--- config.mk ---
export PLATFORM = sky130hd
export DESIGN_NAME = formant_excitation
export DESIGN_NICKNAME = d
export VERILOG_FILES = /design/src/rtl/formant_excitation_pkg.sv /design/src/rtl/formant_excitation_lfsr16.sv /design/src/rtl/formant_excitation.sv
export SDC_FILE = /design/constraint.sdc
export NUM_CORES = 1
export LEC_CHECK = 0
export CORE_ASPECT_RATIO = 0.9
export CORE_MARGIN = 10
export CORE_UTILIZATION = 57
export DETAILED_ROUTE_END_ITERATION = 7
export GPL_ROUTABILITY_DRIVEN = 0
export PLACE_DENSITY = 0.79
export SLEW_MARGIN = 0
export SYNTH_ARGS = -nofsm -noshare
export SYNTH_HDL_FRONTEND = slang
export SYNTH_SLANG_ARGS = --single-unit
--- constraint.sdc ---
create_clock -name clk -period 5.2 [get_ports clk]
set_clock_uncertainty 0.05 [all_clocks]
set_input_delay 0.52 -clock clk [delete_from_list [all_inputs] [get_ports clk]]
set_output_delay 0.52 -clock clk [all_outputs]
set_load 0.1 [all_outputs]
--- src/rtl/formant_excitation_pkg.sv ---
// Shared types and constants for the formant excitation source.
package formant_excitation_pkg;

  typedef enum logic [1:0] {
    ENV_IDLE,
    ENV_ATTACK,
    ENV_SUSTAIN,
    ENV_RELEASE
  } env_state_e;

  localparam logic [15:0] LFSR_SEED = 16'hACE1;
  localparam logic [15:0] LFSR_TAPS = 16'hB400;

  function automatic logic [31:0] midscale(input int unsigned width);
    return 32'd1 << (width - 1);
  endfunction

endpackage

--- src/rtl/formant_excitation_lfsr16.sv ---
// 16-bit right-shifting Galois LFSR used as the unvoiced noise source.
module lfsr16
  import formant_excitation_pkg::*;
(
  input  logic        clk,
  input  logic        reset_n,
  input  logic        step,
  output logic [15:0] value
);

  logic [15:0] value_q, value_d;

  always_comb begin
    value_d = value_q;
    if (step) value_d = (value_q >> 1) ^ (value_q[0] ? LFSR_TAPS : 16'h0000);
  end

  always_ff @(posedge clk or negedge reset_n) begin
    if (!reset_n) value_q <= LFSR_SEED;
    else          value_q <= value_d;
  end

  assign value = value_q;

endmodule

--- src/rtl/formant_excitation.sv ---
// Sample-rate excitation source for a formant filter: tick divider, sawtooth/noise
// source, and an attack/sustain/release envelope scaling an offset-binary output.
module formant_excitation
  import formant_excitation_pkg::*;
#(
  parameter int outputwidth = 16,
  parameter int clkdiv      = 1134,
  parameter int phasewidth  = 24,
  parameter int envwidth    = 8
) (
  input  logic                   clk,
  input  logic                   reset_n,
  input  logic                   gate,
  input  logic                   voiced,
  input  logic [phasewidth-1:0]  pitch_inc,
  output logic                   ena,
  output logic [outputwidth-1:0] q
);

  localparam int DW = $clog2(clkdiv);
  localparam int PW = outputwidth + envwidth + 1;
  localparam logic [DW-1:0]          DIV_LAST = DW'(clkdiv - 1);
  localparam logic [outputwidth-1:0] MID      = outputwidth'(midscale(outputwidth));
  localparam logic [envwidth-1:0]    ENV_MAX  = '1;
  localparam logic [envwidth-1:0]    ENV_ONE  = envwidth'(1);

  logic [DW-1:0]          div_q, div_d;
  logic                   ena_q;
  logic [outputwidth-1:0] q_q, q_d;
  logic [phasewidth-1:0]  phase_q, phase_d;
  logic [envwidth-1:0]    env_q, env_d;
  env_state_e             state_q, state_d;
  logic [15:0]            lfsr_val;
  logic                   tick;

  assign tick  = (div_q == DIV_LAST);
  assign div_d = tick ? '0 : div_q + 1'b1;

  lfsr16 u_lfsr (
    .clk    (clk),
    .reset_n(reset_n),
    .step   (tick),
    .value  (lfsr_val)
  );

  // Scaler: signed source times unsigned envelope, arithmetic shift back down.
  logic [outputwidth-1:0] src, s;
  logic signed [PW-1:0]   s_ext, e_ext, prod;
  logic                   unused_prod_bits;

  always_comb begin
    src   = voiced ? phase_q[phasewidth-1 -: outputwidth] : lfsr_val[outputwidth-1:0];
    s     = src - MID;
    s_ext = {{(envwidth+1){s[outputwidth-1]}}, s};
    e_ext = {{(outputwidth+1){1'b0}}, env_q};
    prod  = s_ext * e_ext;
    q_d   = MID + prod[envwidth +: outputwidth];
  end

  assign unused_prod_bits = ^{prod[PW-1], prod[envwidth-1:0]};
  assign phase_d = phase_q + pitch_inc;

  always_comb begin
    state_d = state_q;
    env_d   = env_q;
    if (tick) begin
      unique case (state_q)
        ENV_IDLE:    if (gate) state_d = ENV_ATTACK;
        ENV_ATTACK: begin
          if (!gate)                  state_d = ENV_RELEASE;
          else if (env_q == ENV_MAX)  state_d = ENV_SUSTAIN;
          else begin
            env_d = env_q + ENV_ONE;
            if (env_q == ENV_MAX - ENV_ONE) state_d = ENV_SUSTAIN;
          end
        end
        ENV_SUSTAIN: if (!gate) state_d = ENV_RELEASE;
        ENV_RELEASE: begin
          // Retrigger resumes from the current level rather than restarting at 0.
          if (gate)              state_d = ENV_ATTACK;
          else if (env_q == '0)  state_d = ENV_IDLE;
          else begin
            env_d = env_q - ENV_ONE;
            if (env_q == ENV_ONE) state_d = ENV_IDLE;
          end
        end
        default: state_d = ENV_IDLE;
      endcase
    end
  end

  always_ff @(posedge clk or negedge reset_n) begin
    if (!reset_n) begin
      div_q   <= '0;
      ena_q   <= 1'b0;
      q_q     <= MID;
      phase_q <= '0;
      env_q   <= '0;
      state_q <= ENV_IDLE;
    end else begin
      div_q   <= div_d;
      ena_q   <= tick;
      state_q <= state_d;
      env_q   <= env_d;
      if (tick) begin
        q_q     <= q_d;
        phase_q <= phase_d;
      end
    end
  end

  assign ena = ena_q;
  assign q   = q_q;

endmodule

==> results.md <==
* Fill count at 1,216
* First-pass GRT wire length at 37,300 um
* Total power at 1.46 mW
* DIE HEIGHT at 140 um
* CTS Buf Count at 9
* Initial antenna violation count at 0
* Max Freq at 0.199 GHz
* Total gr overflow at 0
* Drt pass-1 iters at 5
* Crit path buf inv count at 4
* Least-Margin Pin Slew at 1020 ps
* Area grow syn2layout at 17.4%
* Worst-path maximum fanout at 8
* # nets final at 1,332
* Unrepaired setup endpoints after global routing: no
* Average size of a mapped cell at 8.83 sq um
* Placed insts at 1,312
* Area of the die at 21,500 sq um
* Fin cells at 1,333
* Met2 wire length at 10,900 um
* Tcrit/Tclk final at 96.7%
* Vias in the first global route at 7,751
* Hpwl dp at 16,400 um
* Leakage Power at 5.34 nW
* CP max stage cell: fa_1
* Maximum VDD drop at 152 uV
* Number of synthesized flops with an enable pin at 0
* Reg2reg path depth at 18
* CTS clk-pin slew, worst paths at 70 ps
* Fin. max-slew vios at 0
* Width of the die at 153 um
* Critical path's largest stage delay at 550 ps
* Yosys reg bits at 78
* Launching point of the worst reg2reg path: u_lfsr.value[6]
* Commonest non-fill, non-tap cell in the layout: nand2_1
* Mapped cell area at 9130 sq um
* Hold violation count in the final report at 0
* Crit path max-delay family: adder cells
* Final setup viols at 0
* Main synth FF type: dfrtp_1
* Crit path cell chain: clkbuf_4 -> buf_12 -> mux2_4 -> and2_4 -> fa_1 -> fa_1 -> fa_1 -> inv_1 -> fa_1 -> inv_1 -> ha_4 -> and4_4 -> a31o_2 -> a221o_1 -> a31o_4 -> a211oi_4 -> xor2_1 -> o21ai_1
* Clock sinks at 78
* H-tree levels at 3
* Post-Syn Instances at 1,034
* R2R Path End: q[14]
* CTS Buffer Depth at 2
* Via count at 7,362
* Worst-Skew Late Latency at 360 ps
* Max Cap Viol at 0
* Hold WC Path Type: register to register
* CP Depth at 18
* Crit Path Class: primary input to register
* Hold slack final at 409 ps
* N_diodes at 0
* CP arrival at 5200 ps
* CP Capture Type: register
* Initial Util at 58.7%
* FF-to-FF setup slack at 230 ps
* Met3 routed wirelength at 951 um
* Ys Warns at 0
* Top cell by count, worst path: fa_1
* DRC Markers at 0
* Minimum clock period at 5030 ps
* Seq/Total Area, Yosys at 21.5%
* End point of the critical path: q[14]
* Wire length on met1 at 9370 um
* Slew headroom at 32.0%
* Distinct cells, synth at 64
* Clock root cell: clkbuf_16
* WL/cell at 16.2 um
* Layout cells sized above 1 at 13.0%
* Startpoint types: primary input
* Largest net degree at the start of global routing at 74
* Top Ports at 45
* Global-route usage over all layers at 20.6%
* CP startpoint: voiced
* Status: complete, no violations
* Routed WL at 21,500 um
* Post-route ant nets at 0
* Clock tree from TritonCTS: yes
* Core Area at 15,500 sq um
* DR vias/cell at 5.52
* PD cells at 136 nW/um^2
* Row count at 43
* Synth Net Count at 1,240
* Async SR Flop Fraction at 100%
* WP data required at 5370 ps
* Initial DRC Count at 406
* Port Buffers at 44
* Most frequent cells in the layout: nand2_1 (173), inv_1 (155), fa_1 (99)
* Top routing layer in use: met4
[metrics by stage]
stage                     cell area, sq um  TNS (ps)  setup WS [ps]  utilization (%)
after floorplan                       9260         0          0.575                -
after global placement               10300     -6190           -513             66.3
after detailed placement             10300     -6990           -621             66.3
after CTS                            10700         0           41.2             68.8
after global routing                 10700         0           2.45             68.9
final                                10700         0            171             68.9
[where the power goes]
part / switching (mW) / internal, mW
registers: 0.00153 / 0.608
clock network: 0.302 / 0.380
logic: 0.0929 / 0.0779
total: 0.396 / 1.07
[worst min-delay path, cell delays in order (launching register included)]
cell and delay (ps):
dfstp_2 380, nand2_1 50, nand2_1 40
[registers in the layout, summed over array words and instances, names as in the netlist]
register	flops
env_q	8
phase_q	24
u_lfsr.value	16
state_q	2
ena	1
div_q	11
q	16
[cell usage after synthesis (25+ instances only)]
master    count  area [sq um]
xnor2_1      32           280
dfrtp_1      69          1730
clkbuf_1     31           116
a21oi_1      27           135
and2_1       41           257
nand2_1     179           672
ha_1         78           976
nand3_1      25           125
nor2_1       30           113
fa_1        100          2000
inv_1       155           582
o21ai_0      40           200
[layout make-up]
class | instances | area, sq um | share of cell area (%)
Inverter | 155 | 582 | 5.43
Timing Repair Buffer | 118 | 1030 | 9.57
Clock inverter | 7 | 80.1 | 0.747
Tap cell | 202 | 253 | 2.36
Sequential cell | 78 | 1970 | 18.4
Clock buffer | 9 | 225 | 2.10
Multi-Input combinational cell | 764 | 6590 | 61.4
[logic make-up (layout without fill, tap and decap cells)]
kind of cell               count (synthesis)  in the layout  synth area share [%]
muxes                                     21             21                  2.51
xor gates and xnor gates                  44             44                  4.22
DFF                                       78             78                  21.5
and+or+nand+nor                          352            352                  18.5
adders and majority gates                178            178                  32.6
buffers and inverters                    192            289                  8.02
AOI/OAI and AO/OA                        169            169                  12.7
[per-layer routing]
layer | vias to the layer above | GRT usage [%]
li1 | 3540 | -
met1 | 3621 | 26.4
met2 | 174 | 35.8
met3 | 27 | 3.28
met4 | 0 | 4.87
met5 | - | 0
[repair_timing]
item / 4_1_cts / 5_1_grt
setup endpoints to repair: 14 / 14
hold buffers: 1 / 0
cloned: 1 / 0
pin swaps: 4 / 3
gates resized for setup: 10 / 9
setup buffers: 3 / 0
endpoints found under the hold margin: 14 / 0
[how the worst min path moves through the flow]
stage                                from               to  slack [ps]  depth (start not counted)
after floorplan                   reset_n         div_q[0]         170                          0
after global placement            reset_n       state_q[0]         350                          1
after detailed placement          reset_n       state_q[0]         360                          1
after CTS                 u_lfsr.value[7]  u_lfsr.value[6]         410                          2
after global routing      u_lfsr.value[7]  u_lfsr.value[7]         440                          2
final                     u_lfsr.value[6]  u_lfsr.value[5]         410                          2
Power figures use the tool's default switching activity.
